`src/rtl/sccb_cfg_seq.sv`:
```
// Boot-time SCCB register sequencer: walks a config table, inserts delays, and interleaves host writes.
// Optional engine-timeout detection is built in when SCCB_TIMEOUT_EN is defined.
module sccb_cfg_seq #(
    parameter logic [7:0]  DEV_ID      = 8'h42,
    parameter int unsigned TBL_AW      = 6,
    parameter int unsigned PWRUP_CYC   = 100000,
    parameter int unsigned DLY_UNIT    = 100000,
    parameter int unsigned TIMEOUT_CYC = 2000000
) (
    input  logic              clock,
    input  logic              reset_n,
    input  logic              start,
    output logic [TBL_AW-1:0] tbl_addr,
    input  logic [15:0]       tbl_rdata,
    input  logic              host_req,
    input  logic [7:0]        host_reg,
    input  logic [7:0]        host_val,
    output logic              host_ack,
    output logic              sccb_req,
    output logic [7:0]        sccb_id,
    output logic [7:0]        sccb_reg,
    output logic [7:0]        sccb_val,
    input  logic              sccb_done,
    output logic              busy,
    output logic              done,
    output logic              err
);

`ifdef SCCB_TIMEOUT_EN
    localparam bit TmoEn = 1'b1;
`else
    localparam bit TmoEn = 1'b0;
`endif

    localparam logic [31:0]       PWR_LAST  = (PWRUP_CYC == 0) ? 32'd0 : 32'(PWRUP_CYC - 1);
    localparam logic [31:0]       TMO_LIM   = 32'(TIMEOUT_CYC);
    localparam logic [TBL_AW-1:0] ADDR_LAST = '1;

    typedef enum logic [2:0] {
        StIdle, StPwrup, StFetch, StDecode, StIssue, StWait, StDelay
    } state_t;

    state_t      state;
    logic        start_prev;
    logic        src_host;
    logic        seq_act;
    logic [31:0] cnt;
    logic [31:0] dly_tgt;

    logic        start_edge;
    logic        host_pend;
    logic        entry_end;
    logic [31:0] cnt_inc;
    logic [31:0] dly_prod;

    always_comb begin
        start_edge = start && !start_prev;
        // The cycle host_ack is high the host has not yet dropped its request.
        host_pend  = host_req && !host_ack;
        cnt_inc    = (cnt == 32'hFFFF_FFFF) ? cnt : cnt + 32'd1;
        dly_prod   = 32'(tbl_rdata[7:0]) * DLY_UNIT;
        entry_end  = 1'b0;
        if (state == StWait && sccb_done && !src_host) begin
            entry_end = 1'b1;
        end
        if (state == StDelay && cnt >= dly_tgt - 32'd1) begin
            entry_end = 1'b1;
        end
        if (state == StDecode && tbl_rdata[15:8] == 8'hFF && tbl_rdata[7:0] != 8'hFF &&
            dly_prod == 32'd0) begin
            entry_end = 1'b1;
        end
    end

    always_ff @(posedge clock or negedge reset_n) begin
        if (!reset_n) begin
            state      <= StIdle;
            start_prev <= 1'b0;
            src_host   <= 1'b0;
            seq_act    <= 1'b0;
            cnt        <= '0;
            dly_tgt    <= '0;
            tbl_addr   <= '0;
            host_ack   <= 1'b0;
            sccb_req   <= 1'b0;
            sccb_id    <= DEV_ID;
            sccb_reg   <= '0;
            sccb_val   <= '0;
            busy       <= 1'b0;
            done       <= 1'b0;
            err        <= 1'b0;
        end else begin
            start_prev <= start;
            host_ack   <= 1'b0;
            case (state)
                StIdle: begin
                    if (start_edge) begin
                        state    <= StPwrup;
                        tbl_addr <= '0;
                        done     <= 1'b0;
                        err      <= 1'b0;
                        cnt      <= '0;
                        busy     <= 1'b1;
                        seq_act  <= 1'b1;
                    end else if (host_pend) begin
                        state    <= StIssue;
                        src_host <= 1'b1;
                        sccb_id  <= DEV_ID;
                        sccb_reg <= host_reg;
                        sccb_val <= host_val;
                        busy     <= 1'b1;
                    end
                end
                StPwrup: begin
                    if (cnt >= PWR_LAST) begin
                        state <= StFetch;
                        cnt   <= '0;
                    end else begin
                        cnt <= cnt_inc;
                    end
                end
                StFetch: state <= StDecode;
                StDecode: begin
                    if (tbl_rdata == 16'hFFFF) begin
                        state   <= StIdle;
                        done    <= 1'b1;
                        busy    <= 1'b0;
                        seq_act <= 1'b0;
                    end else if (tbl_rdata[15:8] == 8'hFF) begin
                        state   <= StDelay;
                        cnt     <= '0;
                        dly_tgt <= dly_prod;
                    end else begin
                        state    <= StIssue;
                        src_host <= 1'b0;
                        sccb_id  <= DEV_ID;
                        sccb_reg <= tbl_rdata[15:8];
                        sccb_val <= tbl_rdata[7:0];
                    end
                end
                StIssue: begin
                    state    <= StWait;
                    sccb_req <= 1'b1;
                    cnt      <= '0;
                end
                StWait: begin
                    if (sccb_done) begin
                        sccb_req <= 1'b0;
                        if (src_host) begin
                            host_ack <= 1'b1;
                            src_host <= 1'b0;
                            if (seq_act) begin
                                state <= StFetch;
                            end else begin
                                state <= StIdle;
                                busy  <= 1'b0;
                            end
                        end
                    end else if (TmoEn && cnt >= TMO_LIM) begin
                        state    <= StIdle;
                        sccb_req <= 1'b0;
                        err      <= 1'b1;
                        done     <= 1'b0;
                        busy     <= 1'b0;
                        seq_act  <= 1'b0;
                        src_host <= 1'b0;
                    end else begin
                        cnt <= cnt_inc;
                    end
                end
                StDelay: cnt <= cnt_inc;
                default: state <= StIdle;
            endcase

            // Table entry boundary: overrides the per-state updates above.
            if (entry_end) begin
                sccb_req <= 1'b0;
                cnt      <= '0;
                if (tbl_addr == ADDR_LAST) begin
                    state   <= StIdle;
                    done    <= 1'b1;
                    busy    <= 1'b0;
                    seq_act <= 1'b0;
                end else begin
                    tbl_addr <= tbl_addr + 1'b1;
                    if (host_pend) begin
                        state    <= StIssue;
                        src_host <= 1'b1;
                        sccb_id  <= DEV_ID;
                        sccb_reg <= host_reg;
                        sccb_val <= host_val;
                    end else begin
                        state <= StFetch;
                    end
                end
            end
        end
    end

endmodule
```
`config.mk`:
```
export PLATFORM = sky130hd
export DESIGN_NAME = sccb_cfg_seq
export DESIGN_NICKNAME = d
export VERILOG_FILES = /design/src/rtl/sccb_cfg_seq.sv
export SDC_FILE = /design/constraint.sdc
export NUM_CORES = 1
export LEC_CHECK = 0
export ABC_AREA = 0
export ABC_CLOCK_PERIOD_IN_PS = 8800
export BUFFER_PORTS_ARGS = -buffer_cell sky130_fd_sc_hd__buf_2
export CAP_MARGIN = 20
export CELL_PAD_IN_SITES_DETAIL_PLACEMENT = 0
export CELL_PAD_IN_SITES_GLOBAL_PLACEMENT = 1
export CORE_ASPECT_RATIO = 1.5
export CORE_MARGIN = 10
export CORE_UTILIZATION = 35
export DETAILED_ROUTE_END_ITERATION = 8
export HOLD_SLACK_MARGIN = 0.02
export PLACE_DENSITY_LB_ADDON = 0.1
export SKIP_CTS_REPAIR_TIMING = 1
export SLEW_MARGIN = 20
export SYNTH_ARGS = -nofsm -noshare
export SYNTH_HDL_FRONTEND = slang
export SYNTH_SLANG_ARGS = --single-unit
```
`constraint.sdc`:
```
create_clock -name clock -period 8.8 [get_ports clock]
set_clock_uncertainty 0.1 [all_clocks]
set_input_delay 0.88 -clock clock [delete_from_list [all_inputs] [get_ports clock]]
set_output_delay 0.88 -clock clock [all_outputs]
set_load 0.1 [all_outputs]
```
Word level (Yosys, flattened, before mapping) --
Index checks and enable logic that the tools add are counted.
Cells by class: add/subtract/negate cells 3, $mul 1, order comparisons 2, eq/ne operators 20, muxes and demuxes 85, bitwise logic cells 1, reduce and logical (&&, ||, !) cells 19
Operators by type and width (count):
- 2-to-1 mux 32 bit | 7
- case mux 32 bit (6 select lines) | 1
- 2-to-1 mux 8 bit | 21
- case mux 8 bit (2 select lines) | 3
- adder 32 x 1 -> 32 bit (second input constant) | 1
- == test 32 bit (second input constant) | 1
- greater-or-equal comparator 32 x 17 -> 1 bit (second input constant) | 1
- greater-or-equal comparator 32 bit | 1
- 2-to-1 mux 1 bit | 32
- 2-to-1 mux 3 bit | 9
- subtractor 25 x 1 -> 26 bit (second input constant) | 1
- logical NOT 25 bit | 1
- 2-to-1 mux 6 bit | 4
- case mux 3 bit (7 select lines) | 1
- multiplier 8 x 12 -> 20 bit (second input constant) | 1
- inequality test 3 bit (second input constant) | 6
- == test 16 bit (second input constant) | 1
- AND reduction 5 bit | 2
- == test 3 bit (second input constant) | 3
- == test 8 bit (second input constant) | 1
- logical AND 1 bit | 8
- inequality test 8 bit (second input constant) | 1
- nonzero test 7 bit | 1
- adder 6 x 1 -> 6 bit (second input constant) | 1
- 15 further kinds | 22
Storage, ports and cells: flip-flop bits (word level) 92, bits of input ports 37, logic and storage cells 145

Depth between registers and ports, before layout --
depth after elaboration 8, gate-level depth with buffers 18

Worst setup path before layout --
Ideal clock, no wire load.
kind in2reg, start point in tbl_rdata[2], end point reg cnt[11], library setup time 0.121 ns, arrival time 4.795 ns, required time 8.579 ns, setup slack 3.783 ns, stages on the path 17, buffers on the path 1, cells stage by stage ha_1 -> ha_1 -> inv_1 -> fa_1 -> inv_1 -> fa_1 -> ha_1 -> o21ai_1 -> nor4_1 -> or2_1 -> o311ai_2 -> o311ai_1 -> nor4_2 -> a21oi_2 -> o21ai_1 -> buf_2 -> nor2_1
Between the ends: word-level cells in the longest chain between the ends 6, elaborated cells between the ends (all ways) 14, classes of those cells mul (1); eq/ne (6); mux (2); reduce/logical (5)
Ends and longest elaborated chain:
- start, declared | RTL line 14 | input logic [15:0] tbl_rdata,
- multiplier 8 x 12 -> 20 bit / inequality test 8 bit (equally long branches) | RTL line 61, 69
- logical NOT 25 bit / logical AND 1 bit (equally long branches) | RTL line 70, 69
- logical AND 1 bit | RTL line 69 | if (state == StDecode && tbl_rdata[15:8] == 8'hFF && tbl_rdata[7:0] != 8'hFF &&
- 2-to-1 mux 1 bit | RTL line 69
- nonzero test 7 bit (no line) (tied with other cells)
- AND reduction 5 bit (no line)
- end signal, assigned | RTL line 119 | cnt <= cnt_inc;
- end signal, assigned | RTL line 168 | cnt <= cnt_inc;
- end signal, assigned | RTL line 171 | StDelay: cnt <= cnt_inc;
- end, declared | RTL line 47 | logic [31:0] cnt;
Parallel ways exist; a longest one is shown, timed or not. A chain may end at the register's enable or synchronous reset.

Worst setup path in the final report --
start point in tbl_rdata[6], end point reg sccb_val[6]
Between the ends: word-level cells in the longest chain between the ends 6, elaborated cells between the ends (all ways) 13, classes of those cells mul (1); eq/ne (2); mux (7); reduce/logical (3)
Ends and longest elaborated chain:
- branches (longest 5 deep; another with multiplier 8 x 12 -> 20 bit)
- 2-to-1 mux 8 bit (*) | RTL line 176 | if (entry_end) begin
- end signal, assigned | RTL line 110 | sccb_val <= host_val;
- end signal, assigned | RTL line 138 | sccb_val <= tbl_rdata[7:0];
- end signal, assigned | RTL line 191 | sccb_val <= host_val;
- end, declared | RTL line 22 | output logic [7:0] sccb_val,
Every way passes the cells marked *.

==> summary.md <==
| Metric | Value |
|---|---|
| Outcome | `finished clean` |
| TritonCTS Sinks | `92` |
| Reg2reg end | `sccb_val[6]$_DFF_PN0_` |
| Clock Pin Slew Worst Setup and Hold Paths | `0.07 ns` |
| Yosys top cell by area | `dfrtp_1` |
| Gate Count Post-Synth | `827` |
| Req. time, crit path | `8.98 ns` |
| CTS tree | `done` |
| Total GRT Usage | `16.2%` |
| Worst r2r path cells | `14` |
| Syn avg cell area | `8.80 um^2` |
| Top_reg_cell synth | `dfrtp_1` |
| Power Total | `2.25 mW` |
| Layout fillers | `2134` |
| HP Class | `input pin to async pin` |
| EDFF count, synth | `0` |
| Routed len/inst | `about 19 um` |
| Die Wd | `about 140 um` |
| Final non-filler cell total | `1156` |
| Port bufs | `70` |
| Critical path depth | `17` |
| Crit-path most repeated cell | `ha_1` |
| Initial DRC count | `410` |
| Core Rows | `64` |
| Io pins | `72` |
| Leakage | `3.76 nW` |
| Layout Nets | `1021` |
| Synth top area cells | `dfrtp_1 31%, ha_1 15%, nand2_1 5.0%` |
| Top-count cell post-synth | `nand2_1` |
| Biggest register | `cnt` |
| Die Span Y | `between 150 and 200 um` |
| Min Tclk post-route | `5.57 ns` |
| Clk buf depth | `2` |
| Smallest hold slack | `0.363 ns` |
| Reg2Reg Setup Slack | `3.48 ns` |
| Multi-input logic area | `4770 um^2` |
| H-tree depth | `3` |
| Max Slew Vio Count | `0` |
| Top delay family on crit path | `adder cells` |
| Setup Viol. Count Final | `0` |
| Power Density | `273 nW/um^2` |
| Synth top area share | `30.9%` |
| Critical path cell sequence | `buf_2 -> inv_1 -> ha_1 -> inv_1 -> ha_1 -> fa_1 -> fa_1 -> ha_1 -> nand4_1 -> nor4_1 -> nor2_1 -> a21oi_1 -> o211ai_1 -> nor4_2 -> a21oi_2 -> o22ai_4 -> o2bb2ai_1` |
| Final wirelength | `21.5 mm` |
| Drt pass-1 iters | `5` |
| Max reg flops | `32` |
| Placed insts | `1140` |
| Slew @ Worst Pin | `0.947 ns` |
| CP Class | `input pin to flop` |
| Clock latency on the worst-skew pair | `0.36 ns` |
| Sequential share of the synthesized area | `about a third` |
| Die area | `27100 um^2` |
| Max frequency | `180 MHz` |
| Worst Path Arrival | `roughly 5.8 ns` |
| Fin area | `8220 um^2` |
| Dpl hpwl | `16.8 mm` |
| Startpoint types | `input pin` |
| CP max stage delay | `0.54 ns` |
| Synth unique cells | `just over 70` |
| Clock Tree Root | `clkbuf_16` |
| First-pass GRT wire length | `around 35 mm` |
| Flops & latches, synth | `92` |
| Vias | `6489` |
| TritonCTS buffer count | `9` |
| Initial Utilization | `35.7%` |
| Number of routed nets with antenna violations | `0` |
| Post-synth ARST share | `100%` |
| Placed instance area | `7900 um^2` |
| Peak supply drop | `0.260 mV` |
| Largest registers | `cnt: 32 flops, dly_tgt: 20 flops` |
| Max-cap violation count | `0` |
| Ys Warns | `0` |
| Worst Path Buf+Inv | `3` |
| Initial antenna violation count | `0` |
| Top post-synthesis cells by count | `97 x nand2_1, 90 x dfrtp_1, 85 x ha_1, 69 x nor2_1, 48 x nand3_1` |
| RSZ-0062 raised after global routing | `false` |
| Vias in the first global route | `approximately 6600` |
| Gpl congestion | `about 0.90` |
| Diodes inserted | `0` |
| Crit. End Element | `flop` |
| Layout cell share with drive strength beyond 1 | `12.8%` |
| Fin crit share | `63.3%` |
| GRT overflow | `0` |
| # DRC | `0` |
| CP max-delay cell | `o22ai_4` |
| Largest net degree at the start of global routing | `60` |
| Syn-to-layout area delta | `13.0%` |
| Synthesized net count | `961` |
| TNS Setup | `0 ns` |
| Rel. slew slack | `36.6%` |
| RR Startpoint | `dly_tgt[13]$_DFFE_PN0P_` |
| Vias/cell | `about 5.6` |
| Core ar. | `a little over 20000 um^2` |
| Cell area after synthesis | `7280 um^2` |
| Max FO, Critical Path | `18` |
| Total count of hold-check failures in the final report | `0` |
| FF+latch area | `roughly 2300 um^2` |
stage by stage:
stage,util [%],setup slack [ns]
CTS,40.2,3.06
detailed placement,38.7,2.67
floorplan,-,3.78
global route,40.3,2.87
global placement,38.7,2.83
finish,40.3,3.23
power by group:
part	switching (mW)	leakage, nW	internal (mW)
clock network	0.180	0.144	0.228
logic	0.939	2.40	0.334
registers	0.0706	1.21	0.498
layout make-up:
cell class,instances,area share [%]
sequential,92,28.0
clock inverter,6,0.776
multi-input combinational,679,58.0
timing repair buffer,78,5.02
clock buffer,10,2.91
tap,264,4.02
inverter,27,1.23
worst max-delay path by stage:
stage,from,to
2_1_floorplan,tbl_rdata[2],cnt[11]$_DFFE_PN0P_
3_3_place_gp,tbl_rdata[4],cnt[28]$_DFFE_PN0P_
3_5_place_dp,tbl_rdata[6],cnt[0]$_DFFE_PN0P_
4_1_cts,tbl_rdata[6],cnt[0]$_DFFE_PN0P_
5_1_grt,tbl_rdata[6],sccb_val[6]$_DFF_PN0_
6_report,tbl_rdata[6],sccb_val[6]$_DFF_PN0_
routing by layer:
layer	share of wire, %	global-route usage (%)	vias up
li1	-	-	3192
met1	42	18.9	3173
met2	54	29.3	95
met3	2.2	2.09	29
met4	2.1	5.54	0
met5	0	0	-
worst register-to-register path: stages (launching register included):
cell	delay [ns]
dfrtp_1	0.41
nor4_1	0.54
nand2b_1	0.16
nor3_1	0.46
nand4b_1	0.43
ha_1	0.47
nand4_1	0.13
nor3_1	0.42
a22oi_1	0.14
and3_1	0.17
o32ai_1	0.26
a41o_1	0.56
a21oi_2	0.28
o22ai_4	0.54
o2bb2ai_1	0.20
logic make-up (layout without fill, tap and decap cells):
kind of cell             Yosys count  after routing  share of synthesized area [%]
AO/OA/AOI/OAI                    176            176                           16.8
XOR/XNOR                          39             39                           4.69
adder cells (fa/ha/maj)           97             97                           17.9
buffers and inverters             56            121                           3.23
flip-flops                        92             92                           31.7
multiplexers                       5              5                          0.705
other                              1              1                         0.0515
AND/OR/NAND/NOR                  361            361                           24.9
layout by cell type (no fill, tap or decap), types with 8 or more instances in the layout:
cell	n
xor2_1	16
ha_1	85
clkbuf_16	9
nand3_1	48
nand4_1	37
a21o_1	9
nand2b_1	13
nor2b_1	8
fa_1	12
xnor2_1	23
o21ai_0	35
nor4_1	15
a22oi_1	18
nor2_1	68
a21oi_1	33
o2bb2ai_1	16
and2_1	8
dfrtp_1	90
inv_1	26
buf_2	69
buf_4	9
nand2_1	97
and3_1	10
nor3_1	18
or4_1	13
(Power assumes the default switching activity.)
